## config.mk

```make
export PLATFORM = sky130hd
export DESIGN_NAME = fifo_stream_out
export DESIGN_NICKNAME = d
export VERILOG_FILES = /design/src/rtl/fifo_stream_out.sv
export SDC_FILE = /design/constraint.sdc
export NUM_CORES = 1
export LEC_CHECK = 0
export CAP_MARGIN = 10
export CORE_ASPECT_RATIO = 0.8
export CORE_UTILIZATION = 52
export CTS_CLUSTER_DIAMETER = 150
export CTS_CLUSTER_SIZE = 40
export DETAILED_ROUTE_END_ITERATION = 8
export PLACE_DENSITY_LB_ADDON = 0.05
export SYNTH_ARGS = -nofsm -noshare
export SYNTH_HDL_FRONTEND = slang
export SYNTH_SLANG_ARGS = --single-unit
```

## constraint.sdc

```tcl
create_clock -name clk -period 4.27 [get_ports clk]
set_input_delay 0.854 -clock clk [delete_from_list [all_inputs] [get_ports clk]]
set_output_delay 0.854 -clock clk [all_outputs]
set_load 0.02 [all_outputs]
```

## src/rtl/fifo_stream_out.sv

```systemverilog
// Adapts a 1-cycle-latency synchronous FIFO read port to a valid/ready stream
// through a 2-entry skid buffer, with flush and a wrapping delivered-beat counter.
module fifo_stream_out #(
  parameter int DATA_WIDTH = 8,
  parameter int BEAT_CNT_W = 16
) (
  input  logic                  clk,
  input  logic                  rst,
  input  logic                  flush,
  input  logic                  fifo_empty,
  output logic                  fifo_rd_en,
  input  logic [DATA_WIDTH-1:0] fifo_dout,
  output logic                  m_valid,
  input  logic                  m_ready,
  output logic [DATA_WIDTH-1:0] m_data,
  output logic [1:0]            level,
  output logic [BEAT_CNT_W-1:0] beat_cnt
);

  localparam logic [BEAT_CNT_W-1:0] BEAT_ONE = {{(BEAT_CNT_W-1){1'b0}}, 1'b1};

  logic [DATA_WIDTH-1:0] head_r;
  logic [DATA_WIDTH-1:0] tail_r;
  logic [1:0]            level_r;
  logic                  inflight_r;
  logic                  valid_r;
  logic [BEAT_CNT_W-1:0] beat_r;

  logic                  pop_s;
  logic                  rd_en_s;
  logic [2:0]            occ_s;
  logic [1:0]            lvl_after_pop_s;
  logic [1:0]            level_s;
  logic [DATA_WIDTH-1:0] head_s;
  logic [DATA_WIDTH-1:0] tail_s;

  // Read issue: occupancy counts buffered words plus the one still in flight.
  always_comb begin
    pop_s   = valid_r && m_ready;
    occ_s   = {1'b0, level_r} + {2'b00, inflight_r};
    rd_en_s = 1'b0;
    if (rst || flush || fifo_empty) begin
      rd_en_s = 1'b0;
    end else if (occ_s < 3'd2) begin
      rd_en_s = 1'b1;
    end else if ((occ_s == 3'd2) && pop_s) begin
      rd_en_s = 1'b1;
    end else begin
      rd_en_s = 1'b0;
    end
  end

  // Buffer next state: pop shifts tail to head, then an arrival fills the next free slot.
  always_comb begin
    head_s          = head_r;
    tail_s          = tail_r;
    lvl_after_pop_s = level_r;
    if (pop_s) begin
      head_s          = tail_r;
      lvl_after_pop_s = level_r - 2'd1;
    end else begin
      head_s          = head_r;
      lvl_after_pop_s = level_r;
    end
    if (inflight_r) begin
      case (lvl_after_pop_s)
        2'd0:    head_s = fifo_dout;
        2'd1:    tail_s = fifo_dout;
        default: tail_s = tail_r;
      endcase
    end else begin
      tail_s = tail_r;
    end
    level_s = lvl_after_pop_s + {1'b0, inflight_r};
  end

  // State registers; reset outranks flush, and flush still counts a coinciding pop.
  always_ff @(posedge clk) begin
    if (rst) begin
      head_r     <= {DATA_WIDTH{1'b0}};
      tail_r     <= {DATA_WIDTH{1'b0}};
      level_r    <= 2'd0;
      inflight_r <= 1'b0;
      valid_r    <= 1'b0;
      beat_r     <= {BEAT_CNT_W{1'b0}};
    end else if (flush) begin
      head_r     <= head_r;
      tail_r     <= tail_r;
      level_r    <= 2'd0;
      inflight_r <= 1'b0;
      valid_r    <= 1'b0;
      beat_r     <= pop_s ? (beat_r + BEAT_ONE) : beat_r;
    end else begin
      head_r     <= head_s;
      tail_r     <= tail_s;
      level_r    <= level_s;
      inflight_r <= rd_en_s;
      valid_r    <= (level_s != 2'd0);
      beat_r     <= pop_s ? (beat_r + BEAT_ONE) : beat_r;
    end
  end

  assign fifo_rd_en = rd_en_s;
  assign m_valid    = valid_r;
  assign m_data     = head_r;
  assign level      = level_r;
  assign beat_cnt   = beat_r;

endmodule

```

==> run metrics <==
pins over their slew limit 0; RSZ-0062 raised after global routing no; Filler Cell Count 220; post-route minimum period 3.66 ns; Max Clk Rate ~0.27 GHz; syn_nets slightly above 200; postcts setup bufs 0; Initial Utilization between 50% and 60%; fraction of layout cells with a size suffix above 1 8.30%; Ys Warns 0; Core Box Area 2870 um^2; # resized after CTS 0; setup tns final 0 ns; Worst-path clk slew 0.07 ns; Routed wire per std cell 13.8 um; vias between 1500 and 2000; hold buffers post-CTS 0; ys flop type dfxtp_1; Num CTS Buffers 5; min-delay src tail_r[0]; clk sinks 36; Tcrit/Tclk final about 86%; Max Cap Viol 0; worst skew pair latency just under 0.3 ns; average footprint of a synthesized cell about 8.8 um^2; Die Y 52.3 um; vias in the first global route approximately 1300; ys async rst share 0%; DP HPWL 2.63 mm; Vias/cell approximately 5.6; Slew @ Worst Pin between 0.5 and 0.6 ns; register area share after synthesis roughly 44%; Critical Path AT 2.81 ns; clock buffer depth 2; Overall Power 0.704 mW; first-pass GRT wire length between 6 and 7 mm; reg2reg start level[0]; Seq cells post-synth 36; hold crit path type flip-flop to flip-flop; CP required 3.42 ns; final wirelength roughly 3.7 mm; Overflow after GRT 0; Max-slew headroom between 50% and 60%; Yosys cell types 38; clock root buffer master clkbuf_8; reg-to-reg endpoint m_valid; drt first pass iters 4; PwrDens 322 nW/um^2; 1st-iter DRT viols 117; Cell Area, Synth 1640 um^2; post-synth top area cell dfxtp_1; io pins 41; FF-to-FF setup slack about 2.5 ns; CTS H-tree depth 2; Worst Path Max Fanout 7; CTS tree yes; status finished clean; Setup crit end kind output pin; synth top area cells dfxtp_1 (44%), nor2_1 (5.9%), xnor2_1 (5.9%); Final GP Congestion 0.834; initial antenna violation count 0; Port Buffer Count 40; Layout Skew between 0.009 and 0.01 ns; R2R depth 7; worst hold stages 2; Crit Path Category input pin to output pin; layout overhead on the synthesized area 32.8%; Hold Path Sink tail_r[0]; Post-synth EDFFs 0; die area 3390 um^2; Max IR drop VDD ~0.00028 V; P_leak 0.734 nW; Die W approximately 65 um; final net count ~250; pin count of the biggest net entering global routing 39; antenna-violating nets left 0; # diodes 0; final setup vio count 0; CP startpoint kind input pin; floorplan row count 17; final hold violations 0; DRC violations left 0; Post-Synthesis Cells 186; Total Routing Usage GR between 20% and 30%; top-area cell type share of the netlist area a little over two fifths
cell usage after synthesis (2+ instances only):
master	count
a211oi_1	8
a21oi_1	11
a31o_2	2
buf_1	3
clkbuf_1	2
dfxtp_1	36
ha_1	5
inv_1	6
mux2_1	2
nand2_1	7
nand2b_1	2
nand3_1	12
nand4_1	3
nand4_2	2
nor2_1	26
nor2b_1	2
nor3_1	5
nor4_1	6
o21ai_0	8
o22ai_1	8
xnor2_1	11
xor2_1	3
placed cells by master, fill, tap and decap left out, types with 2 or more instances in the layout:
cell	n
nand3_1	12
nand4_1	3
clkdlybuf4s50_1	40
a211oi_1	8
o22ai_1	8
inv_1	6
dfxtp_1	36
nor3_1	5
nand2b_1	2
nor4_1	6
nand2_1	7
xnor2_1	11
a21oi_1	11
nand4_2	2
nor2_1	26
o21ai_0	8
ha_1	5
xor2_1	3
clkbuf_8	5
a31o_2	2
nor2b_1	2
mux2_1	2
stage by stage:
stage	cell area, um^2	util [%]	std cells	hold WS (ns)	worst slack [ns]
final	2180	76.0	267	0.476	0.609
after global routing	2180	76.0	267	0.511	0.422
after CTS	2180	76.0	267	0.476	0.609
after detailed placement	2070	72.2	259	0.466	0.632
after global placement	2070	72.2	259	0.460	0.705
after floorplan	1640	-	186	0.454	1.45
critical path: stages:
cell and delay [ns]:
clkdlybuf4s50_1 0.60, nand2_1 0.20, nor3_1 0.18, a21oi_1 0.12, nor4_1 0.19, clkdlybuf4s50_1 0.66
logic make-up (layout without fill, tap and decap cells):
family                     count (synthesis)  count (layout)  synth area share, %
and+or+nand+nor                           75              75                 24.3
AOI/OAI and AO/OA                         41              41                 16.1
DFF                                       36              36                 43.9
xor gates and xnor gates                  14              14                 7.46
buffers and inverters                     13              56                 3.05
adders and majority gates                  5               5                 3.81
muxes                                      2               2                 1.37
state kept, by name, summed over array words and instances (netlist names):
signal	cells
beat_cnt	16
m_data	8
tail_r	8
level	2
inflight_r	1
m_valid	1
worst max path at each step:
stage / start / to / slack (ns) / cells past startpoint
finish: m_ready / fifo_rd_en / 0.61 / 6
global route: m_ready / fifo_rd_en / 0.42 / 6
CTS: m_ready / fifo_rd_en / 0.61 / 6
detailed placement: m_ready / fifo_rd_en / 0.63 / 6
global placement: m_ready / fifo_rd_en / 0.71 / 6
floorplan: rst / fifo_rd_en / 1.45 / 3
metal layers:
layer | GRT usage (%) | routed length (um)
met1 | 32.2 | 1760
met2 | 38.0 | 1630
met3 | 5.65 | 219
met4 | 11.9 | 58
met5 | 0 | 0
area by class of cell:
class	instances	area, um^2	area share [%]
Clock inverter	2	35.0	1.61
Inverter	7	26.3	1.20
Timing Repair Buffer	41	408	18.7
Sequential cell	36	721	33.0
Multi-Input combinational cell	137	872	40.0
Tap cell	38	47.5	2.18
Clock buffer	6	72.6	3.33
power by group:
part           total, mW  internal, mW  leakage (nW)  switching (mW)
Clock              0.296         0.173        0.0552           0.123
Sequential         0.346         0.341         0.291         0.00488
Combinational     0.0617        0.0291         0.388          0.0326
Total              0.704         0.543         0.734           0.160
Power figures use the tool's default switching activity.
